$ cat src/rtl/heart_rate_meter.sv
// Beats-per-minute meter: counts beat edges in 1 s buckets, keeps a WINDOW_S-deep
// ring of buckets and scales the window total by 60/WINDOW_S.
module heart_rate_meter #(
    parameter int CLK_HZ   = 100_000_000,
    parameter int WINDOW_S = 15,
    parameter int CNT_W    = 6,
    parameter int BPM_W    = 8
) (
    input  logic             clk,
    input  logic             rst_n,
    input  logic             en,
    input  logic             mode,
    input  logic             beat_in,
    output logic [BPM_W-1:0] bpm,
    output logic             bpm_valid,
    output logic             sat
);

    localparam int PRE_W   = (CLK_HZ > 1) ? $clog2(CLK_HZ) : 1;
    localparam int PTR_W   = (WINDOW_S > 1) ? $clog2(WINDOW_S) : 1;
    localparam int FILL_W  = $clog2(WINDOW_S + 1);
    localparam int SUM_MAX = WINDOW_S * (2 ** CNT_W - 1);
    localparam int SUM_W   = $clog2(SUM_MAX + 1);
    localparam int SCALE   = 60 / WINDOW_S;
    localparam int PROD_W  = (SUM_W + 7 > BPM_W + 1) ? SUM_W + 7 : BPM_W + 1;
    localparam int BPM_MAX = 2 ** BPM_W - 1;

    if (60 % WINDOW_S != 0) begin : g_bad_window
        $error("heart_rate_meter: WINDOW_S must divide 60");
    end

    logic [PRE_W-1:0]  presc;
    logic              beat_q;
    logic [CNT_W-1:0]  sec_cnt;
    logic [CNT_W-1:0]  ring [WINDOW_S];
    logic [PTR_W-1:0]  wr_ptr;
    logic [FILL_W-1:0] fill;
    logic [SUM_W-1:0]  sum;
    logic              upd_q;

    logic              sec_tick;
    logic              beat;
    logic              cnt_full;
    logic [CNT_W-1:0]  closing;
    logic              ptr_last;
    logic [FILL_W-1:0] fill_next;
    logic [SUM_W-1:0]  sum_next;
    logic              update_due;
    logic [PROD_W-1:0] bpm_full;
    logic              clip;

    assign sec_tick  = (presc == PRE_W'(CLK_HZ - 1));
    assign beat      = beat_in & ~beat_q;
    assign cnt_full  = &sec_cnt;
    // A beat landing on the tick cycle is folded into the second that is closing.
    assign closing   = (beat && !cnt_full) ? sec_cnt + CNT_W'(1) : sec_cnt;
    assign ptr_last  = (wr_ptr == PTR_W'(WINDOW_S - 1));
    assign fill_next = (fill == FILL_W'(WINDOW_S)) ? fill : fill + FILL_W'(1);
    assign sum_next  = sum + SUM_W'(closing) - SUM_W'(ring[wr_ptr]);
    assign update_due = mode ? (fill_next == FILL_W'(WINDOW_S)) : ptr_last;
    assign bpm_full  = PROD_W'(sum) * PROD_W'(SCALE);
    assign clip      = (bpm_full > PROD_W'(BPM_MAX));

    // bpm_valid is a single-cycle strobe, raised the cycle after a due tick,
    // with bpm already holding the new value in that same cycle.
    always_ff @(posedge clk) begin
        if (!rst_n || !en) begin
            presc     <= '0;
            beat_q    <= 1'b0;
            sec_cnt   <= '0;
            for (int i = 0; i < WINDOW_S; i++) ring[i] <= '0;
            wr_ptr    <= '0;
            fill      <= '0;
            sum       <= '0;
            upd_q     <= 1'b0;
            bpm       <= '0;
            bpm_valid <= 1'b0;
            sat       <= 1'b0;
        end else begin
            beat_q    <= beat_in;
            bpm_valid <= 1'b0;
            if (beat && cnt_full) sat <= 1'b1;
            if (sec_tick) begin
                presc        <= '0;
                ring[wr_ptr] <= closing;
                sum          <= sum_next;
                wr_ptr       <= ptr_last ? '0 : wr_ptr + PTR_W'(1);
                fill         <= fill_next;
                sec_cnt      <= '0;
                upd_q        <= update_due;
            end else begin
                presc <= presc + PRE_W'(1);
                upd_q <= 1'b0;
                if (beat && !cnt_full) sec_cnt <= sec_cnt + CNT_W'(1);
            end
            if (upd_q) begin
                bpm       <= clip ? BPM_W'(BPM_MAX) : bpm_full[BPM_W-1:0];
                bpm_valid <= 1'b1;
                if (clip) sat <= 1'b1;
            end
        end
    end

endmodule

$ cat config.mk
export PLATFORM = sky130hd
export DESIGN_NAME = heart_rate_meter
export DESIGN_NICKNAME = d
export VERILOG_FILES = /design/src/rtl/heart_rate_meter.sv
export SDC_FILE = /design/constraint.sdc
export NUM_CORES = 1
export LEC_CHECK = 0
export CORE_MARGIN = 5
export CORE_UTILIZATION = 30
export DETAILED_ROUTE_END_ITERATION = 8
export GPL_TIMING_DRIVEN = 0
export SLEW_MARGIN = 5
export SYNTH_ARGS = -nofsm -noshare
export SYNTH_HDL_FRONTEND = slang
export SYNTH_SLANG_ARGS = --single-unit
export TNS_END_PERCENT = 5
$ cat constraint.sdc
create_clock -name clk -period 7.9 [get_ports clk]
set_input_delay 2.37 -clock clk [delete_from_list [all_inputs] [get_ports clk]]
set_output_delay 2.37 -clock clk [all_outputs]
set_load 0.02 [all_outputs]
==> metrics.txt <==
outcome finished, final reports clean; via/cell ratio 4.80; Syn Nets a little under 700; max-cap violation count 0; RSZ-0062 raised after global routing no; post-CTS setup buffers 0; # diodes 0; Fin. Hold Viols 0; register area share after synthesis around 57%; top-count cell post-synth nor2_1; crit path max fanout 6; asr flop ratio synth 0%; Setup TNS 0 ns; Peak VDD IR 0.000134 V; Detailed Route Iter0 Violations 337; grt total ovfl 0; Slew Viols, Final 0; die height between 150 and 200 microns; area grow syn2layout 15.3%; met3 Use GR under 10%; Post-synth EDFFs 96; Critical Path RT between 8 and 9 ns; Via Count just under 5k; Clk Latency, worst-skew pair between 0.4 and 0.5 ns; top post-synthesis cells by count 145 x nor2_1, 96 x edfxtp_1, 66 x dfxtp_1, 54 x nand2_1, 34 x inv_1; dpl ws 1.81 ns; # IOs 15; M1 GR Usage roughly 16%; share of cells above drive strength 1 12.3%; initial core utilization roughly 31%; CP Capture Type flop; hold-fix buffers at CTS 0; # resized after CTS 0; RePlAce Congestion ~0.86; relative slew slack roughly 9.7%; WL/cell around 16 microns; Top FF cell, synth edfxtp_1; antenna violations before repair 0; Ys Warns 0; first-pass GRT wire length roughly 27 mm; row count 57; Hold/Removal Path Class flop to flop; worst reg2reg path depth 13; Least-Margin Pin Slew about 1.3 ns; Hold Crit Depth 1; largest net degree at the start of global routing 17; H-tree level count 4; Syn Inst Count 652; critical path class input pin to flop; setup ws final between 2 and 2.5 ns; Yosys top cell area share slightly below 40%; CTS tree built; Post-DRT Antenna Nets 0; Buffers on Ports 14; Leak Pwr around 2.9 nW; Max Freq 178 MHz; Syn Std Cell Area about 0.0074 sq mm; layout net count roughly 710; Power Density ~210 mW/mm^2; leading area contributor after synthesis edfxtp_1; dpl hpwl between 10 and 15 mm; Setup crit start kind input pin; final setup violation count 0; vias in the first global route 5055; clock sinks 162; Die ar. 0.0280 sq mm; post-synth cell types 46; GRT Overall Usage ~12%; M2 GR Usage between 10% and 20%; Clock Root Buffer clkbuf_16; Longest Clk Path Bufs 2; total core area between 0.02 and 0.025 sq mm; Syn Area/Cell approximately 11 sq um; clock skew ~0.014 ns; CTS Buf Count 17; Clk pin slew, worst setup/hold paths 0.06 ns; Arrival @ worst endpoint roughly 6.0 ns; Tcrit/Tclk final between 70% and 80%; WL final roughly 17 mm; top cells by area, synth edfxtp_1 39%, dfxtp_1 18%, mux4_2 9.1%, nor2_1 7.3%, nand2_1 2.7%; Die Wd around 170 microns; grt peak-use layer met2; DRC 0; number of iterations in the first detailed-routing pass 5; flops & latches, synth around 160; crit path time final ~5.6 ns
[per-layer routing]
metal | vias to the layer above | part of all wire (%)
met4 | 0 | 3.2
met3 | 34 | 5.7
met1 | 2381 | 44
met2 | 132 | 47
met5 | - | 0
li1 | 2357 | -
[state kept, by name, indices dropped and copies added, names as in the netlist, named ones only]
name       cells
sec_cnt        6
sum           10
wr_ptr         4
beat_q         1
bpm_valid      1
presc         27
upd_q          1
ring          96
fill           4
sat            1
bpm            7
[cells by family after synthesis]
| kind of cell | synth area share (%) |
|---|---|
| AO/OA/AOI/OAI | 5.78 |
| XOR/XNOR | 4.60 |
| adder cells (fa/ha/maj) | 4.32 |
| buffers and inverters | 3.62 |
| flip-flops | 56.7 |
| multiplexers | 9.37 |
| AND/OR/NAND/NOR | 15.6 |
[worst max-delay path: stages]
cell,delay [ns]
clkdlybuf4s50_1,0.45
inv_1,0.07
a311oi_1,0.63
nand2_1,0.14
xor2_1,0.21
fa_1,0.55
inv_1,0.04
ha_1,0.35
a21oi_1,0.19
nand2_1,0.06
a31oi_1,0.30
o21ai_0,0.21
xor2_1,0.18
a211oi_1,0.23
[layout make-up]
class	count	area [sq um]
Fill cell	2411	15800
Timing Repair Buffer	14	140
Clock inverter	8	73.8
Tap cell	324	405
Clock buffer	23	510
Multi-Input combinational cell	425	2950
Sequential cell	162	4200
Buffer	31	141
Inverter	34	128
[power breakdown]
group	switching, mW	internal (mW)	total [mW]
sequential	0.00654	0.916	0.923
clock	0.327	0.485	0.812
combinational	0.0403	0.0251	0.0653
total	0.374	1.43	1.80
[worst paths after layout]
| check | endpoint | slack (ns) | startpoint |
|---|---|---|---|
| min reg2reg | presc[0] | 0.45 | presc[0] |
| max reg2reg | sum[7] | 3.17 | flop |
| min | presc[0] | 0.45 | presc[0] |
| max | sum[7] | 2.27 | beat_in |
[through the flow]
step                hold slack [ns]  utilization (%)  total power [mW]  std cells  cell area (sq um)
floorplan                     0.418                -             0.983        652               7420
global placement              0.434             32.8              1.01        990               7970
detailed placement            0.441             32.8              1.01        990               7970
CTS                           0.455             35.2              1.82       1021               8560
global route                  0.498             35.2              1.87       1021               8560
finish                        0.452             35.2              1.80       1021               8560
[cells in the final DEF (no fill, tap or decap), types with 3 or more instances in the layout]
master,instances
a211oi_1,4
a21oi_1,22
and3_1,8
buf_1,4
buf_2,11
clkbuf_1,16
clkbuf_16,19
clkdlybuf4s50_1,14
clkinv_2,4
dfxtp_1,66
edfxtp_1,96
fa_1,6
ha_1,16
inv_1,34
mux4_2,30
nand2_1,54
nand2b_1,4
nand3_1,18
nand4_1,7
nor2_1,145
nor2b_1,3
nor3_1,9
o21ai_0,20
o221a_2,6
o31ai_1,3
xnor2_1,19
xor2_1,20
Note: power is estimated with default switching activity, not from simulation.
==> RTL change 1, RTL diff (config.mk and constraints unchanged) <==
Change the parameter `CNT_W` from 6 to 7.
--- a/src/rtl/heart_rate_meter.sv
+++ b/src/rtl/heart_rate_meter.sv
@@ -4,5 +4,5 @@
     parameter int CLK_HZ   = 100_000_000,
     parameter int WINDOW_S = 15,
-    parameter int CNT_W    = 6,
+    parameter int CNT_W    = 7,
     parameter int BPM_W    = 8
 ) (
Check against the original RTL: same outputs for any inputs over 10 cycles, from zero or initial values; that may be too few to reach the edited logic, so the function may still have changed.
==> RTL change 1 against the original RTL <==
- first-iteration DRC count increased by 56%
- worst setup slack got worse by 1.1 ns
- clock skew decreased by 0.0050 ns
- area after synthesis increased by 14%
- fmax decreased by 16%
- wire length increased by 15%
- critical endpoint is now sum[10]
- sequential cell count increased by 18
- cell area increased by 13%
- largest power group unchanged
- total power increased by 11%
- combinational power increased by 20%
- non-clock buffer count increased by 11
==> RTL change 1: results (changes against the original RTL) <==
| Metric | Value |
|---|---|
| Outcome | complete, no violations (unchanged) |
| Total GRT Usage | 12.69% (was 12.48%) |
| Slew HR | 20.76% (was 9.664%) |
| Compound-Gate Fraction of Synth Area | 4.770% (was 5.783%) |
| Pre-antenna DRT Iters | 8 (was 5) |
| Fin cells | 1165 (was 1021) |
| Gp weighted congestion | 0.8055 (was 0.8642) |
| Clock group total power | 0.897 mW (was 0.812 mW) |
| Top post-synthesis cells by area | edfxtp_1 (40%), dfxtp_1 (16%), mux4_2 (9.3%) (was edfxtp_1 (39%), dfxtp_1 (18%), mux4_2 (9.1%)) |
| Synth top cells by count | nor2_1 (141), edfxtp_1 (112), dfxtp_1 (68), nand2_1 (68), inv_1 (40) (was nor2_1 (145), edfxtp_1 (96), dfxtp_1 (66), nand2_1 (54), inv_1 (34)) |
| Largest registers | ring: 112 flops, presc: 27 flops, sum: 11 flops (was ring: 96 flops, presc: 27 flops, sum: 10 flops) |
| Via density | 4.850 (was 4.803) |
| Average cell area after synthesis | 11.43 um2 (was 11.38 um2) |
| Global-route wire length before repair | 30950 um (was 27210 um) |
| Post-Synth XOR/XNOR Area | 3.411% (was 4.603%) |
| Fin Clk Skew | 0.009059 ns (was 0.01408 ns) |
| Max IR drop VDD | 0.0001468 V (was 0.0001337 V) |
| Mux contribution to synthesized area | 10.48% (was 9.374%) |
| Post-detail-place hpwl | 13770 um (was 11950 um) |
| Placement Setup Slack | 0.7584 ns (was 1.812 ns) |
| Final wirelength | 19240 um (was 16740 um) |
| CP top delay family | buffers and inverters (was compound AO/OA/AOI/OAI gates) |
| Layout cells sized above 1 | 12.45% (was 12.34%) |
| Met2 routed WL | 9263 um (was 7806 um) |
| CP Max Fanout | 10 (was 6) |
| Distinct cells, synth | 57 (was 46) |
| M1 WL | 8834 um (was 7440 um) |
[RTL change 1: cell types whose count changed after synthesis, moves of 7 or more]
| cell | delta |
|---|---|
| nand3_1 | +7 |
| edfxtp_1 | +16 |
| o21ai_0 | -10 |
| mux2i_1 | +8 |
| xor2_1 | -7 |
| nand2_1 | +14 |
| clkbuf_1 | +11 |
[RTL change 1: final timing paths]
kind / startpoint / endpoint / slack, ns / depth (start not counted)
min reg2reg: presc[0] / presc[0] / 0.47 / 1
max reg2reg: sec_cnt[0] / sum[10] / 2.67 / 15
max: beat_in / sum[10] / 1.17 / 13
min: presc[0] / presc[0] / 0.47 / 1
[RTL change 1: cell type report]
class                   instances  area [um2]
multi-input cells             479        3379
fillers                      2758       18150
plain buffers                  42       219.0
well taps                     378       473.0
clock buffers                  17       425.4
inverters                      40       150.1
clock inverters                15       196.4
repair buffers                 14       140.1
flip-flops and latches        180        4725
==> RTL change 2, RTL diff (same flow settings) <==
Made on the original files. Register the inputs `en`, `mode` and `beat_in` before use. The logic sees them one clock later.
--- a/src/rtl/heart_rate_meter.sv
+++ b/src/rtl/heart_rate_meter.sv
@@ -26,4 +26,14 @@
     localparam int BPM_MAX = 2 ** BPM_W - 1;
 
+    logic en_q;
+    logic mode_q;
+    logic beat_r;
+
+    always_ff @(posedge clk) begin
+        en_q   <= en;
+        mode_q <= mode;
+        beat_r <= beat_in;
+    end
+
     if (60 % WINDOW_S != 0) begin : g_bad_window
         $error("heart_rate_meter: WINDOW_S must divide 60");
@@ -51,5 +61,5 @@
 
     assign sec_tick  = (presc == PRE_W'(CLK_HZ - 1));
-    assign beat      = beat_in & ~beat_q;
+    assign beat      = beat_r & ~beat_q;
     assign cnt_full  = &sec_cnt;
     // A beat landing on the tick cycle is folded into the second that is closing.
@@ -58,5 +68,5 @@
     assign fill_next = (fill == FILL_W'(WINDOW_S)) ? fill : fill + FILL_W'(1);
     assign sum_next  = sum + SUM_W'(closing) - SUM_W'(ring[wr_ptr]);
-    assign update_due = mode ? (fill_next == FILL_W'(WINDOW_S)) : ptr_last;
+    assign update_due = mode_q ? (fill_next == FILL_W'(WINDOW_S)) : ptr_last;
     assign bpm_full  = PROD_W'(sum) * PROD_W'(SCALE);
     assign clip      = (bpm_full > PROD_W'(BPM_MAX));
@@ -65,5 +75,5 @@
     // with bpm already holding the new value in that same cycle.
     always_ff @(posedge clk) begin
-        if (!rst_n || !en) begin
+        if (!rst_n || !en_q) begin
             presc     <= '0;
             beat_q    <= 1'b0;
@@ -78,5 +88,5 @@
             sat       <= 1'b0;
         end else begin
-            beat_q    <= beat_in;
+            beat_q    <= beat_r;
             bpm_valid <= 1'b0;
             if (beat && cnt_full) sat <= 1'b1;
Function: no difference found for any inputs over 10 cycles, from zero or initial values; that may be too few to reach the edited logic, so the function may still have changed.
==> RTL change 2 against the original RTL <==
- total power increased by 4.7%
- sequential cell count increased by 3
- sequential power increased by 2%
- worst setup slack improved by 0.93 ns
- highest routed layer unchanged
- worst hold slack improved by 0.0016 ns
- wire length increased by 1.1%
- largest cell class unchanged
- core utilization increased by 0.31 points
- cell area increased by 1.5%
- count of clock-buffer cells in the layout increased by 3
- die area increased by 0.76%
- via count increased by 0.12%
- area after synthesis increased by 0.81%
- combinational power decreased by 1%
==> RTL change 2: results (changes against the original RTL) <==
| Metric | Value |
|---|---|
| DR iter-0 viols | 461 (was 337) |
| Top post-synthesis cells by area | edfxtp_1 (39%), dfxtp_1 (18%), mux4_2 (9.0%) (was edfxtp_1 (39%), dfxtp_1 (18%), mux4_2 (9.1%)) |
| PostCTS Resize Cnt | 0 (unchanged) |
| CTS buffer count | 17 (unchanged) |
| Net Count, Synth | 682 (was 679) |
| Pleak | 2.917 nW (was 2.866 nW) |
| Layout Nets | 715 (was 712) |
| Synth top cells by count | nor2_1 (145), edfxtp_1 (96), dfxtp_1 (69), nand2_1 (54), inv_1 (34) (was nor2_1 (145), edfxtp_1 (96), dfxtp_1 (66), nand2_1 (54), inv_1 (34)) |
| Post-detail-place hpwl | 12010 um (was 11950 um) |
| Clk slew on worst S/H paths | 0.06 ns (about the same) |
| Total GRT Usage | 12.45% (was 12.48%) |
| Fin Clk Skew | 0.007779 ns (was 0.01408 ns) |
| Final wirelength | 16910 um (was 16740 um) |
| Ys async rst share | 0% (unchanged) |
| CP top delay family | multiplexers (was compound AO/OA/AOI/OAI gates) |
| Worst-skew pair later-pin latency | 0.43 ns (about the same) |
| Slowest Stage Delay on Critical Path | 0.73 ns (was 0.63 ns) |
| Slew HR | 14.53% (was 9.664%) |
| Slowest-stage cell, CP | buf_1 (was a311oi_1) |
| Gp weighted congestion | 0.8379 (was 0.8642) |
| Outcome | complete, no violations (unchanged) |
| Layout cells sized above 1 | 12.41% (was 12.34%) |
| Global-route wire length before repair | 27140 um (was 27210 um) |
| Pre-antenna DRT Iters | 7 (was 5) |
| CP Class | flip-flop to flip-flop (was primary input to flip-flop) |
| Root buffer cell | clkbuf_16 (unchanged) |
| Via density | 4.790 (was 4.803) |
| Arrival @ worst endpoint | 5.05 ns (was 5.98 ns) |
| Number of synthesized flops with an enable pin | 96 (unchanged) |
| Number of global-route vias before repair | 4905 (was 5055) |
| Antenna diode count | 0 (unchanged) |
| Sequential-to-total area share from yosys stat | 57.00% (was 56.65%) |
| Worst hold-check path type | flip-flop to flip-flop (unchanged) |
| Max IR drop VDD | 0.0001242 V (was 0.0001337 V) |
| CP Max Fanout | 10 (was 6) |
| FILL cells | 2398 (was 2411) |
[RTL change 2: cell type report]
type                       instances  area [um2]  share of cell area [%]
buffer                            31       141.4                   1.628
clock buffer                      26       606.8                   6.988
clock inverter                     6       43.79                  0.5043
inverter                          34       127.6                   1.470
multi-input combinational        425        2954                   34.02
sequential                       165        4264                   49.11
tap                              324       405.4                   4.669
timing repair buffer              14       140.1                   1.614
[RTL change 2: power breakdown]
group | total (mW) | internal (mW) | switching, mW
combinational | 0.0645 | 0.0249 | 0.0396
clock | 0.882 | 0.535 | 0.347
sequential | 0.940 | 0.932 | 0.00756
total | 1.89 | 1.49 | 0.394
[RTL change 2: worst register-to-register path, cell delays in order, from the launching register on]
cell and delay [ns]:
dfxtp_1 0.30, clkbuf_1 0.36, buf_1 0.73, mux4_2 0.62, mux4_2 0.54, fa_1 0.50, inv_1 0.04, ha_1 0.36
a21oi_1 0.20, nand2_1 0.06, a31oi_1 0.30, o21ai_0 0.20, xor2_1 0.18, a211oi_1 0.23
[RTL change 2: per-layer routing]
layer | share of wire [%] | global-route usage (%)
met2 | 47 | 19.62
met5 | 0 | 0
met4 | 1.7 | 4.164
met1 | 46 | 16.93
met3 | 5.4 | 3.001
[RTL change 2: final timing paths]
path | to | slack [ns] | cells past startpoint
min reg2reg | presc[0] | 0.45 | 1
max reg2reg | sum[7] | 3.20 | 13
min | presc[0] | 0.45 | 1
max | sum[7] | 3.20 | 13
[RTL change 2: logic make-up after synthesis]
group	after synthesis	synth area share [%]
flops	165	57.00
simple gates	266	15.52
compound gates	66	5.737
xor+xnor	39	4.566
buf+inv	65	3.596
fa+ha+maj	22	4.282
mux	32	9.299
[RTL change 2: stage by stage]
stage	power, mW	hold WS [ns]	cells	setup slack, ns	instance area, um2
floorplan	0.9994	0.4176	655	3.832	7481
global placement	1.022	0.4328	993	2.855	8026
detailed placement	1.023	0.4411	993	2.786	8033
CTS	1.903	0.4569	1025	3.132	8683
global route	1.954	0.5000	1025	2.839	8683
finish	1.886	0.4534	1025	3.197	8683
